<file path="src/rtl/ms_countdown_timer_if.sv">
// ----------------------------------------------------------------------------
// ms_countdown_timer_if
//
// Purpose: groups the command strobe and status signals of the millisecond
// countdown timer so the CPU-side bus logic and the timer share one port.
//
// Signals:
//   config_en   one-cycle command strobe; the command bits below are only
//               sampled on a clk edge where config_en is high
//   load        command: load load_value and stop the timer
//   start       command: start or resume the countdown
//   pause       command: freeze the countdown
//   ack         command: clear the expired flag
//   load_value  duration in milliseconds, used with load
//   count       remaining milliseconds (registered)
//   busy        high while running or paused
//   expired     sticky flag, set when the countdown reaches zero
//   state_dbg   current FSM state (0 IDLE, 1 RUN, 2 PAUSE, 3 DONE)
//
// Handshake: there is no ready/valid pair. A command is accepted
// unconditionally on every edge where config_en is high; the master must
// hold config_en high for exactly one cycle per command. Status outputs are
// always valid and may be polled at any time.
//
// Modports: master (CPU / bus side), slave (timer side).
// ----------------------------------------------------------------------------
interface ms_countdown_timer_if #(
    parameter int DATA_WIDTH = 16
);
    logic                  config_en;
    logic                  load;
    logic                  start;
    logic                  pause;
    logic                  ack;
    logic [DATA_WIDTH-1:0] load_value;
    logic [DATA_WIDTH-1:0] count;
    logic                  busy;
    logic                  expired;
    logic [1:0]            state_dbg;

    modport master (
        output config_en, load, start, pause, ack, load_value,
        input  count, busy, expired, state_dbg
    );

    modport slave (
        input  config_en, load, start, pause, ack, load_value,
        output count, busy, expired, state_dbg
    );
endinterface

</file>
<file path="src/rtl/ms_countdown_timer.sv">
// ----------------------------------------------------------------------------
// ms_countdown_timer
//
// Purpose: millisecond countdown timer. The CPU loads a duration in ms,
// starts the timer, and polls a sticky expired flag which it acknowledges.
// A prescaler divides clk down to a 1 ms tick; each tick decrements count.
//
// Parameters:
//   DATA_WIDTH    width of load_value and count (must match the interface)
//   TICKS_PER_MS  clk cycles per millisecond, >= 2
//
// Ports:
//   clk       system clock, all logic on the rising edge
//   reset_n   synchronous active-low reset
//   bus       ms_countdown_timer_if.slave: command strobe, load value and
//             count / busy / expired / state_dbg status
//
// Build option:
//   MS_COUNTDOWN_AUTO_RELOAD_EN  when defined, a reload register captures
//   load_value on every load and a terminal tick in RUN reloads count and
//   keeps running (periodic timer). A zero reload value behaves as one-shot.
// ----------------------------------------------------------------------------
module ms_countdown_timer #(
    parameter int DATA_WIDTH   = 16,
    parameter int TICKS_PER_MS = 50000
) (
    input  logic                     clk,
    input  logic                     reset_n,
    ms_countdown_timer_if.slave      bus
);

    localparam int PW = (TICKS_PER_MS > 2) ? $clog2(TICKS_PER_MS) : 1;

    localparam logic [PW-1:0]         TICK_LAST  = PW'(TICKS_PER_MS - 1);
    localparam logic [PW-1:0]         PRESC_ONE  = PW'(1);
    localparam logic [DATA_WIDTH-1:0] COUNT_ONE  = DATA_WIDTH'(1);

    typedef enum logic [1:0] {
        ST_IDLE  = 2'd0,
        ST_RUN   = 2'd1,
        ST_PAUSE = 2'd2,
        ST_DONE  = 2'd3
    } state_t;

    state_t                state_q, state_d;
    logic [DATA_WIDTH-1:0] count_q, count_d;
    logic [PW-1:0]         presc_q, presc_d;
    logic                  expired_q, expired_d;

    // Decoded commands: only the highest-priority asserted command is live.
    logic cmd_load;
    logic cmd_ack;
    logic cmd_pause;
    logic cmd_start;

    assign cmd_load  = bus.config_en & bus.load;
    assign cmd_ack   = bus.config_en & ~bus.load & bus.ack;
    assign cmd_pause = bus.config_en & ~bus.load & ~bus.ack & bus.pause;
    assign cmd_start = bus.config_en & ~bus.load & ~bus.ack & ~bus.pause
                     & bus.start;

    // 1 ms boundary; only meaningful while running.
    logic tick;
    assign tick = (state_q == ST_RUN) && (presc_q == TICK_LAST);

    // Reload source. Without the option there is no register and a terminal
    // tick always finishes the countdown.
    logic                  reload_active;
    logic [DATA_WIDTH-1:0] reload_val;

`ifdef MS_COUNTDOWN_AUTO_RELOAD_EN
    logic [DATA_WIDTH-1:0] reload_q;

    always_ff @(posedge clk) begin
        if (!reset_n) begin
            reload_q <= '0;
        end else if (cmd_load) begin
            reload_q <= bus.load_value;
        end
    end

    assign reload_active = (reload_q != '0);
    assign reload_val    = reload_q;
`else
    assign reload_active = 1'b0;
    assign reload_val    = '0;
`endif

    // ------------------------------------------------------------------
    // State and datapath registers
    // ------------------------------------------------------------------
    always_ff @(posedge clk) begin
        if (!reset_n) begin
            state_q   <= ST_IDLE;
            count_q   <= '0;
            presc_q   <= '0;
            expired_q <= 1'b0;
        end else begin
            state_q   <= state_d;
            count_q   <= count_d;
            presc_q   <= presc_d;
            expired_q <= expired_d;
        end
    end

    // ------------------------------------------------------------------
    // Next-state logic
    // ------------------------------------------------------------------
    always_comb begin
        state_d   = state_q;
        count_d   = count_q;
        presc_d   = presc_q;
        expired_d = expired_q;

        if (cmd_load) begin
            // load wins over everything, including a tick on this edge.
            count_d   = bus.load_value;
            presc_d   = '0;
            expired_d = 1'b0;
            state_d   = ST_IDLE;
        end else begin
            case (state_q)
                ST_IDLE: begin
                    if (cmd_ack) begin
                        expired_d = 1'b0;
                    end
                    if (cmd_start) begin
                        if (count_q != '0) begin
                            state_d = ST_RUN;
                            presc_d = '0;
                        end else begin
                            // Zero-length timeout expires immediately.
                            state_d   = ST_DONE;
                            expired_d = 1'b1;
                        end
                    end
                end

                ST_RUN: begin
                    presc_d = tick ? '0 : (presc_q + PRESC_ONE);
                    if (cmd_ack) begin
                        expired_d = 1'b0;
                    end
                    if (cmd_pause) begin
                        state_d = ST_PAUSE;
                    end
                    // The tick is applied even when pause arrives on the same
                    // edge; a terminal tick then overrides the pause target.
                    // A terminal tick also overrides a same-edge ack so a new
                    // expiry is never lost.
                    if (tick) begin
                        if (count_q == COUNT_ONE) begin
                            expired_d = 1'b1;
                            if (reload_active) begin
                                count_d = reload_val;
                            end else begin
                                count_d = '0;
                                state_d = ST_DONE;
                            end
                        end else if (count_q != '0) begin
                            count_d = count_q - COUNT_ONE;
                        end
                    end
                end

                ST_PAUSE: begin
                    if (cmd_ack) begin
                        expired_d = 1'b0;
                    end
                    // Prescaler is left untouched so no partial ms is lost.
                    if (cmd_start) begin
                        state_d = ST_RUN;
                    end
                end

                ST_DONE: begin
                    if (cmd_ack) begin
                        state_d   = ST_IDLE;
                        expired_d = 1'b0;
                    end
                end

                default: begin
                    state_d = ST_IDLE;
                end
            endcase
        end
    end

    // ------------------------------------------------------------------
    // Outputs
    // ------------------------------------------------------------------
    assign bus.count     = count_q;
    assign bus.expired   = expired_q;
    assign bus.busy      = (state_q == ST_RUN) || (state_q == ST_PAUSE);
    assign bus.state_dbg = state_q;

endmodule

</file>
<file path="src/flat_wrapper.sv">
// flat-port wrapper written by rule: the top's interface ports become plain ports
module ms_countdown_timer_flat 
#(
    parameter int DATA_WIDTH   = 16,
    parameter int TICKS_PER_MS = 50000
)
  (clk, reset_n, bus_config_en, bus_load, bus_start, bus_pause, bus_ack, bus_load_value, bus_count, bus_busy, bus_expired, bus_state_dbg);
  ms_countdown_timer_if #(.DATA_WIDTH(DATA_WIDTH)) bus_i ();
  input  logic clk;
  input  logic reset_n;
  input wire logic [$bits(bus_i.config_en)-1:0] bus_config_en;
  input wire logic [$bits(bus_i.load)-1:0] bus_load;
  input wire logic [$bits(bus_i.start)-1:0] bus_start;
  input wire logic [$bits(bus_i.pause)-1:0] bus_pause;
  input wire logic [$bits(bus_i.ack)-1:0] bus_ack;
  input wire logic [$bits(bus_i.load_value)-1:0] bus_load_value;
  output wire logic [$bits(bus_i.count)-1:0] bus_count;
  output wire logic [$bits(bus_i.busy)-1:0] bus_busy;
  output wire logic [$bits(bus_i.expired)-1:0] bus_expired;
  output wire logic [$bits(bus_i.state_dbg)-1:0] bus_state_dbg;
  assign bus_i.config_en = bus_config_en;
  assign bus_i.load = bus_load;
  assign bus_i.start = bus_start;
  assign bus_i.pause = bus_pause;
  assign bus_i.ack = bus_ack;
  assign bus_i.load_value = bus_load_value;
  assign bus_count = bus_i.count;
  assign bus_busy = bus_i.busy;
  assign bus_expired = bus_i.expired;
  assign bus_state_dbg = bus_i.state_dbg;
  ms_countdown_timer #(.DATA_WIDTH(DATA_WIDTH), .TICKS_PER_MS(TICKS_PER_MS)) u_core (.clk(clk), .reset_n(reset_n), .bus(bus_i));
endmodule
</file>
<file path="config.mk">
export PLATFORM = sky130hd
export DESIGN_NAME = ms_countdown_timer_flat
export DESIGN_NICKNAME = d
export VERILOG_FILES = /design/src/rtl/ms_countdown_timer_if.sv /design/src/rtl/ms_countdown_timer.sv /design/src/flat_wrapper.sv
export SDC_FILE = /design/constraint.sdc
export NUM_CORES = 1
export LEC_CHECK = 0
export ABC_AREA = 1
export BUFFER_PORTS_ARGS = -buffer_cell sky130_fd_sc_hd__buf_2
export CAP_MARGIN = 20
export CORE_MARGIN = 2
export CORE_UTILIZATION = 38
export CTS_CLUSTER_SIZE = 30
export DETAILED_ROUTE_END_ITERATION = 8
export PLACE_DENSITY = 0.66
export SLEW_MARGIN = 10
export SYNTH_ARGS = -nofsm -noshare
export SYNTH_HDL_FRONTEND = slang
export SYNTH_SLANG_ARGS = --single-unit
export TNS_END_PERCENT = 30
</file>
<file path="constraint.sdc">
create_clock -name clk -period 2.1 [get_ports clk]
set_input_delay 0.63 -clock clk [delete_from_list [all_inputs] [get_ports clk]]
set_output_delay 0.63 -clock clk [all_outputs]
set_load 0.05 [all_outputs]
</file>
==> results.py <==
metrics = {
    "outcome": {
        "outcome": "completed",
    },
    "finish": {
        "final_nets": 528,
        "syn_to_final_growth_pct": 15.8,
        "final_cell_area_sq_mm": 0.00300,
        "drive_gt1_share_pct": 16.1,
        "antenna_cells": 0,
    },
    "die": {
        "die_h_um": 86.6,
        "rows": 30,
        "io_pins": 43,
        "die_area_sq_mm": 0.00749,
        "core_area_sq_mm": 0.00668,
        "start_util_pct": 38.8,
        "die_w_um": 86.6,
    },
    "yosys": {
        "syn_avg_cell_area_sq_um": 5.78,
        "syn-cell-area_sq_mm": 0.00259,
        "synth.net_count": 478,
        "synth_top_area_cell": "dfxtp_1",
        "syn_inst": 448,
        "synthTopCellsByArea": "dfxtp_1, nand2_1, nor2_1",
        "synth_top_area_share_pct": 27.1,
        "yosysWarnings": 0,
        "seq_area_frac_synth_pct": 27.1,
        "synth-seq-cells": 35,
        "yosysUniqueCellTypes": 31,
    },
    "placement": {
        "portBuffers": 42,
        "hpwl_um": 4920,
        "placed_area_sq_mm": 0.00291,
        "gp_congestion": 0.902,
    },
    "pwr": {
        "p_leak_uw": 0.00145,
        "power_density_mw_per_mm2": 744,
        "ir_drop_uv": 308,
    },
    "sta": {
        "worst_pin_slew_ns": 0.455,
        "hold_violations": 0,
        "grt_setup_unrepaired": "no",
        "fin_tns_setup_ns": 0,
        "final-setup-viol-count": 0,
        "fin_crit_sh_pct": 94.4,
        "slew_violations": 0,
        "timing.slew.headroom_pct": 69.4,
        "min_period_ns": 1.98,
        "clock.fmax_mhz": 504,
        "fin_skew_ns": 0.0129,
    },
    "cts": {
        "postCtsHoldBufs": 0,
        "clockBufferDepth": 2,
        "cts_resized": 0,
        "clock_sinks": 35,
        "cts_setup_buffers": 0,
        "cts_tree": "built",
        "path_clk_slew_ns": 0.08,
        "cts_buffers": 5,
        "cts-root-buf": "clkbuf_8",
        "htreeDepth": 2,
        "clock_latency_ns": 0.29,
    },
    "critical_path": {
        "cp_top_family": "flip-flops",
        "path_buf_inv": 2,
        "end_kind": "primary output",
        "cpMaxStageDelayCell": "dfxtp_1",
        "cp_cell_sequence": "inv_1 > ha_1 > buf_2",
        "cp-start-kind": "flip-flop",
        "ff2ff_setup_slack_ns": 0.18,
        "cp_max_fo": 6,
        "crit_type": "reg -> out",
        "cp.required_ns": 1.47,
        "slowest_delay_ns": 0.43,
        "critPathArrivalTime_ns": 1.35,
    },
    "routing": {
        "drt_first_pass_iters": 5,
        "first_iter_violations": 100,
        "final_antenna_net_count": 0,
        "drc": 0,
        "wl_per_cell_um": 11.1,
        "routed_wl_um": 6430,
        "via_per_inst": 4.89,
        "vias": 2824,
    },
    "global_route": {
        "grt_max_degree": 21,
        "grt-ovfl-total": 0,
        "grt_usage_pct": 18.6,
        "grt_antenna_before_repair": 0,
        "grt_pass1_wl_um": 11300,
        "grt_pass1_vias": 2649,
    },
    "flow_run": {
        "cap_violations": 0,
    },
    "hold_path": {
        "hold_class": "reg -> reg",
    },
}
[per-stage QoR]
stage	std cells	util [%]	total power [uW]	worst slack (ns)	hold slack, ns
floorplan	448	-	1540	0.0561	0.469
detailed placement	571	43.6	1740	0.168	0.480
CTS	578	44.9	2250	0.0893	0.497
global placement	571	43.6	1730	0.199	0.475
global route	578	44.9	2410	0.00984	0.526
finish	578	44.9	2230	0.117	0.487
[registers in the layout (all words and copies together) (netlist names)]
signal / cells
u_core.bus.count: 16
u_core.bus.expired: 1
u_core.bus.state_dbg: 2
u_core.presc_q: 16
[path summary, 6_finish.rpt]
path / start / to / cells past startpoint
setup / recovery: u_core.bus.state_dbg[0]$_SDFFE_PP0P_ / bus_busy / 3
hold / removal: u_core.bus.count[1]$_SDFFE_PN0P_ / u_core.bus.count[1]$_SDFFE_PN0P_ / 2
setup reg to reg: u_core.bus.state_dbg[1]$_SDFFE_PP0P_ / u_core.presc_q[7]$_SDFFE_PP0P_ / 11
hold reg to reg: u_core.bus.count[1]$_SDFFE_PN0P_ / u_core.bus.count[1]$_SDFFE_PN0P_ / 2
[area by class of cell]
| type | instances | area (sq um) |
|---|---|---|
| Sequential cell | 35 | 701 |
| Multi-Input combinational cell | 349 | 1630 |
| Clock buffer | 6 | 82.6 |
| Tap cell | 80 | 100 |
| Clock inverter | 1 | 5.00 |
| Timing Repair Buffer | 49 | 263 |
| Inverter | 58 | 223 |
| Fill cell | 750 | 3680 |
[Yosys cell counts, drive strengths merged]
master	n
nand2	131
nor2	103
inv	56
nand3	44
dfxtp	35
a21oi	22
o21ai	16
nand4	9
ha	7
nor3	6
buf	4
xor2	4
clkbuf	2
clkinv	2
nand3b	1
nor3b	1
nor4	1
o211ai	1
o21bai	1
or2	1
xnor2	1
[cell usage in the layout, fill, tap and decap left out, drive strengths merged, types with 7 or more instances in the layout]
master / instances
nand2: 131
nor2: 103
inv: 56
buf: 49
nand3: 44
dfxtp: 35
a21oi: 22
o21ai: 16
nand4: 9
ha: 7
[metal layers]
| metal | global-route usage [%] | share of wire [%] |
|---|---|---|
| met2 | 32.7 | 48 |
| met3 | 3.71 | 4.7 |
| met1 | 22.8 | 46 |
| met5 | 0 | 0 |
| met4 | 5.40 | 1.0 |
[cell families (layout without fill, tap and decap cells)]
family                   Yosys count  in the layout  synth area share (%)
buffers and inverters             64            114                  10.1
XOR/XNOR                           5              5                  1.69
AO/OA/AOI/OAI                     40             40                  7.92
flip-flops                        35             35                  27.1
AND/OR/NAND/NOR                  297            297                  49.8
adder cells (fa/ha/maj)            7              7                  3.38
[worst min-delay path, cell delays in order (launching register included)]
cell and delay, ns:
dfxtp_1 0.33, nand2_1 0.06, a21oi_1 0.05
[where the power goes]
group | internal [uW] | switching (uW) | total (uW)
Combinational | 285 | 668 | 952
Clock | 258 | 250 | 508
Sequential | 709 | 62.5 | 771
Note: power is estimated with default switching activity, not from simulation.
